<file path="src/rtl/wb_sram_pkg.sv">
// Shared types and constants for the Wishbone-to-asynchronous-SRAM bridge.
package wb_sram_pkg;

    typedef enum logic [2:0] {
        StIdle,
        StRead,
        StWrite,
        StWriteHold,
        StDone
    } state_t;

    localparam int unsigned WAIT_CYCLES_MIN = 1;
    localparam int unsigned WAIT_CYCLES_MAX = 7;

endpackage

</file>
<file path="src/rtl/wb_sram_slave.sv">
// Wishbone classic slave driving an asynchronous SRAM with fixed-length strobes.
// All outputs are registered; each output's next value is decoded from the next state.
module wb_sram_slave
    import wb_sram_pkg::*;
#(
    parameter int unsigned ADDR_WIDTH      = 32,
    parameter int unsigned DATA_WIDTH      = 32,
    parameter int unsigned SRAM_ADDR_WIDTH = 20,
    parameter int unsigned WAIT_CYCLES     = 2
) (
    input  logic                       clk,
    input  logic                       reset_n,
    input  logic                       wb_cyc_i,
    input  logic                       wb_stb_i,
    input  logic                       wb_we_i,
    input  logic [ADDR_WIDTH-1:0]      wb_adr_i,
    input  logic [DATA_WIDTH-1:0]      wb_dat_i,
    input  logic [DATA_WIDTH/8-1:0]    wb_sel_i,
    output logic                       wb_ack_o,
    output logic [DATA_WIDTH-1:0]      wb_dat_o,
    output logic [SRAM_ADDR_WIDTH-1:0] sram_addr,
    input  logic [DATA_WIDTH-1:0]      sram_data_i,
    output logic [DATA_WIDTH-1:0]      sram_data_o,
    output logic                       sram_data_oe,
    output logic                       sram_ce_n,
    output logic                       sram_oe_n,
    output logic                       sram_we_n,
    output logic [DATA_WIDTH/8-1:0]    sram_be_n
);

    if (WAIT_CYCLES < WAIT_CYCLES_MIN || WAIT_CYCLES > WAIT_CYCLES_MAX) begin : g_bad_wait
        $error("wb_sram_slave: WAIT_CYCLES out of range");
    end

    localparam logic [2:0] LastCnt = 3'(WAIT_CYCLES - 1);

    state_t     state_q, state_d;
    logic [2:0] cnt_q, cnt_d;
    logic       abort_q, abort_d;
    logic       accept, rd_done;
    logic       ack_d, ce_n_d, oe_n_d, we_n_d, data_oe_d;
    logic       unused_adr;

    // Byte-offset bits and bits above the SRAM range are deliberately dropped.
    assign unused_adr = ^wb_adr_i;

    assign accept  = (state_q == StIdle) && wb_cyc_i && wb_stb_i;
    assign rd_done = (state_q == StRead) && wb_cyc_i && (cnt_q == LastCnt);

    always_comb begin
        state_d = state_q;
        cnt_d   = cnt_q;
        abort_d = abort_q;
        unique case (state_q)
            StIdle: begin
                cnt_d   = 3'd0;
                abort_d = 1'b0;
                if (wb_cyc_i && wb_stb_i) begin
                    state_d = wb_we_i ? StWrite : StRead;
                end
            end
            StRead: begin
                if (!wb_cyc_i) begin
                    state_d = StIdle;
                end else if (cnt_q == LastCnt) begin
                    state_d = StDone;
                end else begin
                    cnt_d = cnt_q + 3'd1;
                end
            end
            StWrite: begin
                // An aborted write still passes through the hold cycle so data
                // outlives the write strobe.
                if (!wb_cyc_i) begin
                    state_d = StWriteHold;
                    abort_d = 1'b1;
                end else if (cnt_q == LastCnt) begin
                    state_d = StWriteHold;
                end else begin
                    cnt_d = cnt_q + 3'd1;
                end
            end
            StWriteHold: state_d = abort_q ? StIdle : StDone;
            StDone:      state_d = StIdle;
            default:     state_d = StIdle;
        endcase

        ack_d     = (state_d == StDone);
        ce_n_d    = !(state_d inside {StRead, StWrite, StWriteHold});
        oe_n_d    = (state_d != StRead);
        we_n_d    = (state_d != StWrite);
        data_oe_d = (state_d inside {StWrite, StWriteHold});
    end

    always_ff @(posedge clk or negedge reset_n) begin
        if (!reset_n) begin
            state_q      <= StIdle;
            cnt_q        <= 3'd0;
            abort_q      <= 1'b0;
            wb_ack_o     <= 1'b0;
            wb_dat_o     <= '0;
            sram_addr    <= '0;
            sram_data_o  <= '0;
            sram_data_oe <= 1'b0;
            sram_ce_n    <= 1'b1;
            sram_oe_n    <= 1'b1;
            sram_we_n    <= 1'b1;
            sram_be_n    <= '1;
        end else begin
            state_q      <= state_d;
            cnt_q        <= cnt_d;
            abort_q      <= abort_d;
            wb_ack_o     <= ack_d;
            sram_data_oe <= data_oe_d;
            sram_ce_n    <= ce_n_d;
            sram_oe_n    <= oe_n_d;
            sram_we_n    <= we_n_d;
            if (accept) begin
                sram_addr   <= wb_adr_i[SRAM_ADDR_WIDTH+1:2];
                sram_be_n   <= ~wb_sel_i;
                sram_data_o <= wb_dat_i;
            end
            if (rd_done) begin
                wb_dat_o <= sram_data_i;
            end
        end
    end

endmodule
</file>
<file path="config.mk">
export PLATFORM = sky130hd
export DESIGN_NAME = wb_sram_slave
export DESIGN_NICKNAME = d
export VERILOG_FILES = /design/src/rtl/wb_sram_pkg.sv /design/src/rtl/wb_sram_slave.sv
export SDC_FILE = /design/constraint.sdc
export NUM_CORES = 1
export LEC_CHECK = 0
export BUFFER_PORTS_ARGS = -buffer_cell sky130_fd_sc_hd__buf_2
export CAP_MARGIN = 25
export CORE_MARGIN = 8
export CORE_UTILIZATION = 45
export CTS_BUF_LIST = sky130_fd_sc_hd__clkbuf_4 sky130_fd_sc_hd__clkbuf_8 sky130_fd_sc_hd__clkbuf_16
export CTS_CLUSTER_DIAMETER = 60
export CTS_CLUSTER_SIZE = 14
export DETAILED_ROUTE_END_ITERATION = 12
export PLACE_DENSITY_LB_ADDON = 0.3
export SYNTH_ARGS = -nofsm -noshare
export SYNTH_HDL_FRONTEND = slang
export SYNTH_SLANG_ARGS = --single-unit
</file>
<file path="constraint.sdc">
create_clock -name clk -period 4.5 [get_ports clk]
set_input_delay 1.125 -clock clk [delete_from_list [all_inputs] [get_ports clk]]
set_output_delay 1.125 -clock clk [all_outputs]
set_load 0.01 [all_outputs]
</file>
# Word level (Yosys, flattened, before mapping)
# Cells that the tools add are included.
dict set report word_totals {
  regBits 100
  inputBits 105
  output_inout_bits 93
  wordCells 54
}
dict set report classes {
  add_sub_neg 1
  eq_ne 13
  mux 13
  bitwise 1
  reduce_logical 14
}
# cell n
set op_table {}
lappend op_table {{$mux W3} 8}
lappend op_table {{$eq A3 B2 Y1 const B} 4}
lappend op_table {{$pmux W3 S4} 1}
lappend op_table {{$eq A3 B1 Y1 const B} 3}
lappend op_table {{$pmux W3 S2} 1}
lappend op_table {{$reduce_bool A2 Y1} 3}
lappend op_table {{$logic_and A1 B1 Y1} 5}
lappend op_table {{$ne A2 B2 Y1 const B} 2}
lappend op_table {{$not A4 Y4} 1}
lappend op_table {{$add A3 B1 Y3 const B} 1}
lappend op_table {{$eq A3 B3 Y1 const B} 1}
lappend op_table {{$logic_not A3 Y1} 1}
lappend op_table {{$ne A3 B1 Y1 const B} 1}
lappend op_table {{$ne A3 B2 Y1 const B} 1}
lappend op_table {{$reduce_and A3 Y1} 1}
lappend op_table {{$reduce_bool A3 Y1} 1}
lappend op_table {{$mux W2} 1}
lappend op_table {{$ne A2 B1 Y1 const B} 1}
lappend op_table {{$pmux W1 S2} 1}
lappend op_table {{$reduce_and A2 Y1} 1}
lappend op_table {{$reduce_or A2 Y1} 1}
lappend op_table {{$logic_not A1 Y1} 1}
lappend op_table {{$mux W1} 1}

# Logic depth before layout (Yosys ltp)
# Gate-level depths: netlist of the first run.
dict set report logic_depth {
  word_depth 7
  depth_mapped 7
  mapped_depth_nobuf 5
}

# Least setup slack after synthesis of the first run
# No wires, ideal clock.
dict set report synth_path {
  path_type {input to register}
  from {in wb_cyc_i}
  to {reg wb_dat_o[10]}
  setup_ns 0.125
  arrival_ns 2.249
  required_ns 4.375
  slack_ns 2.125
  path_stages 5
  path_buffers 2
  path_cell_list {inv_2 or4_1 buf_2 buf_6 mux2_4}
}
dict set report synth_between {
  elab_chain_len 2
}
# item line
set synth_rtl {}
lappend synth_rtl {{from (decl)} wb_sram_slave.sv:13} ;# input logic wb_cyc_i,
lappend synth_rtl {{$logic_and A1 B1 Y1 (2 in a row)} wb_sram_slave.sv:48} ;# assign rd_done = (state_q == StRead) && wb_cyc_i && (cnt_q == LastCnt);
lappend synth_rtl {{to (signal assigned)} wb_sram_slave.sv:124} ;# wb_dat_o <= sram_data_i;
lappend synth_rtl {{to (decl)} wb_sram_slave.sv:20} ;# output logic [DATA_WIDTH-1:0] wb_dat_o,
# Every way passes these cells.
# A chain may end at the register's enable or synchronous reset.

# Worst setup path in the final report of the first run
# Same ends and word-level chain as after synthesis.

==> reports/qor.yml, run 1 <==
synthesis:
  synth_ff_type: "dfrtp_1"
  ys_warn_count: 0
  synth_edf_count: 0
  yosysTopAreaCell: "dfrtp_1"
  post-synth-top-count-cell: "dfrtp_1"
  synth_cell_types: 39
  synth_seq_cells: 100
  syn_nets: 367
  syn_inst: 260
  yosysSeqAreaShare_pct: 62.14
  synthTopCellsByArea: "dfrtp_1 (58%), mux2_2 (15%), mux2_4 (10%), dfstp_2 (4.6%), o21ai_0 (1.9%)"
  synth_commonest_cells: "dfrtp_1 (93), mux2_2 (53), mux2_4 (28)"
  netlist_area_um2: 4041
  synth.avg_cell_area_um2: 15.54
  async_reset_ff_share_pct: 100.0
  yosysTopAreaCellShare_pct: 57.59
detailed_routing:
  wl_per_cell_um: 17.52
  vias: 2791
  drtIter0Drc: 108
  via_per_inst: 5.011
  wl_um: 9759
  drc_errors: 0
  ant_nets: 0
  first_pass_iters: 4
cells_and_area:
  final_nets: 552
  antenna_cells: 0
  fin_cells: 557
  drive_gt1_share_pct: 66.15
  syn2layout_area_growth_pct: 29.91
setup_path:
  crit_fanout: 34
  arrival_ns: 3.08
  r2r-start: "cnt_q[0]"
  regToRegSetupSlack_ns: 1.97
  end_kind: "flip-flop"
  crit_type: "input pin to flip-flop"
  crit_start: "wb_cyc_i"
  startpoint_type: "input pin"
  critPathRequiredTime_ns: 4.74
global_routing:
  antenna_found_initial: 0
  grt_max_degree: 73
  grt_util_all_layers_pct: 15.80
  grt_pass1_vias: 3017
  grt_pass1_wl_um: 15960
  overflow: 0
place:
  dpl.cell_count: 542
  place_hpwl_um: 7407
  place.gp.congestion: 0.8707
  port_buffers: 185
  pre_cts_ws_ns: 1.287
clock_network:
  postCtsSetupBuffers: 0
  clockBufferDepth: 2
  cts_tree: "yes"
  cts_buffers: 9
  clkTransAtPathRegs_ns: 0.09
  clk_latency_ns: 0.35
  htree_levels: 3
  cts_hold_repair.buffers: 0
  post_cts_resized: 0
  cts_root_buf: "clkbuf_8"
  cts.sinks: 100
timing:
  fin_worst_skew_ns: 0.008851
  setup_violations: 0
  fmax_ghz: 0.3514
  period_needed_ns: 2.846
  worst_pin_slew_ns: 1.013
  post-route-period-util_pct: 63.24
  slew_headroom_pct: 32.45
  finalHoldViolCount: 0
  fin_tns_setup_ns: 0
  fin_ws_ns: 1.654
  holdWs_ns: 0.4905
  slew_violations: 0
  rsz0062_at_grt: "false"
power:
  max-vdd-ir-drop_mv: 0.2718
  power_density_nw_per_um2: 688.0
  power_mw: 3.612
  leakage_nw: 2.688
run:
  max_cap_violations: 0
floorplan:
  io_pins: 198
  initial_core_util_pct: 46.34
  die_width_um: 110.8
  core_area_um2: 8721
  chipHeight_um: 110.8
  die_area_um2: 12270
  rows: 34
worst_hold_path:
  min_from: "sram_addr[12]"
  hp-class: "flip-flop to flip-flop"
run_status:
  status: "finished, final reports clean"
[cell type report]
class	count	area, um2
Fill cell	707	3471
Clock inverter	6	87.58
Tap cell	108	135.1
Inverter	4	15.01
Clock buffer	9	123.9
Multi-Input combinational cell	142	1426
Timing Repair Buffer	188	950.9
Sequential cell	100	2511
[power by group]
part           total [mW]  switching, mW  internal (mW)
Clock               0.614          0.302          0.313
Combinational        1.42          0.659          0.762
Sequential           1.58          0.234           1.34
Total                3.61           1.19           2.42
[through the flow]
stage	instance area, um2	utilization (%)
after floorplan	4041	-
final	5250	60.20
after CTS	5250	60.20
after global routing	5250	60.20
after detailed placement	5039	57.78
after global placement	5039	57.78
[placed cells by master, fill, tap and decap left out, types with 2 or more instances in the layout]
master,n
o21ai_0,15
a31oi_1,2
inv_6,2
nand2b_1,3
bufinv_16,2
buf_4,4
nand2_1,2
a211oi_1,2
mux2_2,53
nor3b_1,2
or3_1,2
inv_1,3
mux2_4,28
nand4_1,2
mux2_1,3
buf_2,184
and3_1,2
clkbuf_8,9
dfrtp_1,93
dfstp_2,7
nor3_1,6
nor2_1,3
ha_1,2
clkinv_2,2
[kinds of logic (layout without fill, tap and decap cells)]
kind of cell / count (synthesis) / after routing / share of synthesized area, %
xor+xnor: 1 / 1 / 0.2168
buf+inv: 18 / 207 / 2.724
flops: 100 / 100 / 62.14
simple gates: 29 / 29 / 4.304
compound gates: 26 / 26 / 3.994
fa+ha+maj: 2 / 2 / 0.6191
mux: 84 / 84 / 26.01
[worst max-delay path, cell delays in order]
cell and delay (ns):
buf_2 0.23, inv_2 0.09, or4_2 1.15, mux2_4 0.47
[layer usage]
layer  routed length (um)  track usage (%)  vias up
li1                     -                -     1296
met1                 4041            19.10     1360
met2                 4686            24.72      122
met3                  891            6.602       13
met4                  140            5.586        0
met5                    0                0        -
[worst paths after layout]
| check | to | cells past startpoint |
|---|---|---|
| worst max-delay path | wb_dat_o[10] | 4 |
| worst max register to register | wb_dat_o[10] | 4 |
| worst min-delay path | sram_addr[12] | 1 |
| worst min register to register | sram_addr[12] | 1 |
| max in group asynchronous | sram_be_n[3] | 2 |
| min in group asynchronous | sram_data_o[24] | 1 |
[registers in the layout (all words and copies together) (netlist names)]
signal	cells
sram_addr	20
sram_oe_n	1
sram_data_oe	1
abort_q	1
wb_dat_o	32
sram_we_n	1
sram_be_n	4
wb_ack_o	1
state_q	3
sram_data_o	32
cnt_q	3
sram_ce_n	1
Power figures use the tool's default switching activity.
==> run 2: changes to the inputs <==
clock period = 2.97 ns   (was 4.5 ns; I/O delays follow)
==> run 2 against run 1 <==
Against the previous run:
- clock power up 39%
- die area unchanged
- core utilization is 0.20 points higher
- largest power group unchanged
- clock skew up 0.0064 ns
- final cell count rose by 0.36%
- routed wire length shrank 2.0%
- global-route usage is 0.41 points lower
==> reports/qor.yml, run 2 (synthesized netlist as in run 1, its figures left out) <==
timing:
  slew_headroom_pct: 62.10  # was 32.45%
  post-route-period-util_pct: 73.78
  fin_worst_skew_ns: 0.01526  # was 0.008851 ns
  fin_tns_setup_ns: 0  # unchanged
  period_needed_ns: 2.191
  fin_ws_ns: 0.7787  # was 1.654 ns
  slew_violations: 0  # unchanged
  fmax_ghz: 0.4563
  rsz0062_at_grt: "false"  # unchanged
  holdWs_ns: 0.3550  # was 0.4905 ns
  setup_violations: 0  # unchanged
  worst_pin_slew_ns: 0.5685  # was 1.013 ns
  finalHoldViolCount: 0  # unchanged
place:
  place.gp.congestion: 0.8211  # was 0.8707
  place_hpwl_um: 7439  # was 7407 um
  pre_cts_ws_ns: 0.4596  # was 1.287 ns
  port_buffers: 185  # unchanged
worst_hold_path:
  hp-class: "input pin to asynchronous set/reset pin"  # was flip-flop to flip-flop
setup_path:
  startpoint_type: "flip-flop"  # was input pin
  crit_fanout: 34  # unchanged
  end_kind: "flip-flop"  # unchanged
  regToRegSetupSlack_ns: 0.78  # was 1.97 ns
  crit_type: "flip-flop to flip-flop"  # was input pin to flip-flop
  arrival_ns: 2.43  # was 3.08 ns
  critPathRequiredTime_ns: 3.21  # was 4.74 ns
cells_and_area:
  drive_gt1_share_pct: 66.30  # was 66.15%
  reg.largest.list: "sram_data_o (32), wb_dat_o (32), sram_addr (20)"  # unchanged
  antenna_cells: 0  # unchanged
  syn2layout_area_growth_pct: 30.34  # was 29.91%
  final_nets: 553  # was 552
  num-fill-cells: 714  # was 707
  final_common_cell: "buf_2"  # unchanged
  layout_common_cells: "buf_2 (184), dfrtp_1 (93), mux2_2 (53)"  # unchanged
clock_network:
  cts.sinks: 100  # unchanged
  clk_latency_ns: 0.36  # was 0.35 ns
  clockBufferDepth: 2  # unchanged
  post_cts_resized: 0  # unchanged
  htree_levels: 3  # unchanged
  cts_hold_repair.buffers: 0  # unchanged
  clkTransAtPathRegs_ns: 0.10  # was 0.09 ns
  postCtsSetupBuffers: 0  # unchanged
  cts_buffers: 9  # unchanged
  cts_tree: "yes"  # unchanged
  cts_root_buf: "clkbuf_8"  # unchanged
global_routing:
  grt_pass1_wl_um: 15600  # was 15960 um
  overflow: 0  # unchanged
  antenna_found_initial: 0  # unchanged
  grt_util_all_layers_pct: 15.40  # was 15.80%
  grt_pass1_vias: 3015  # was 3017
  grt_max_degree: 53  # was 73
detailed_routing:
  drtIter0Drc: 123  # was 108
  vias: 2798  # was 2791
  wl_um: 9564  # was 9759 um
  via_per_inst: 5.005  # was 5.011
  wl_per_cell_um: 17.11  # was 17.52 um
  ant_nets: 0  # unchanged
  drc_errors: 0  # unchanged
  first_pass_iters: 4  # unchanged
floorplan:
  io_pins: 198  # unchanged
  die_area_um2: 12270  # unchanged
  initial_core_util_pct: 46.34  # unchanged
  core_area_um2: 8721  # unchanged
  chipHeight_um: 110.8  # unchanged
  die_width_um: 110.8  # unchanged
  rows: 34  # unchanged
power:
  max-vdd-ir-drop_mv: 0.4350  # was 0.2718 mV
  power_mw: 5.416  # was 3.612 mW
  leakage_nw: 2.686  # was 2.688 nW
  power_density_nw_per_um2: 1028  # was 688.0 nW/um2
run_status:
  status: "finished, final reports clean"  # unchanged
run:
  max_cap_violations: 0  # unchanged
[run 2: final cells by class]
class	instances	area, um2	area share (%)
repair buffers	189	983.4	18.67
well taps	108	135.1	2.565
multi-input cells	142	1426	27.08
flip-flops and latches	100	2511	47.67
clock buffers	9	123.9	2.352
inverters	4	15.01	0.2850
clock inverters	7	72.57	1.378
[run 2: stage by stage]
stage | area [um2] | util, % | instances
4_1_cts | 5268 | 60.40 | 559
5_1_grt | 5268 | 60.40 | 559
3_3_place_gp | 5071 | 58.15 | 543
6_report | 5268 | 60.40 | 559
3_5_place_dp | 5071 | 58.15 | 543
2_1_floorplan | 4041 | - | 260
[run 2: path summary, 6_finish.rpt]
kind / start / end / cells after the start
setup / recovery: cnt_q[1] / wb_dat_o[13] / 6
hold / removal: reset_n / sram_addr[6] / 1
setup reg to reg: cnt_q[1] / wb_dat_o[13] / 6
hold reg to reg: sram_addr[11] / sram_addr[11] / 1
max in group asynchronous: reset_n / sram_be_n[3] / 2
min in group clk: sram_addr[11] / sram_addr[11] / 1
[run 2: per-layer routing]
metal / track usage, % / share of wire (%)
met1: 18.72 / 42
met2: 24.05 / 47
met3: 7.305 / 10
met4: 3.784 / 0.76
met5: 0 / 0
[run 2: critical path, stage by stage, from the launching register on]
cell      delay, ns
dfrtp_1        0.41
inv_1          0.06
ha_1           0.21
nand2b_4       0.09
or4_2          0.61
buf_4          0.32
mux2_4         0.36
[run 2: power by group]
part / switching [mW] / internal, mW
Clock: 0.464 / 0.393
Combinational: 0.992 / 1.16
Sequential: 0.370 / 2.04
Total: 1.83 / 3.59
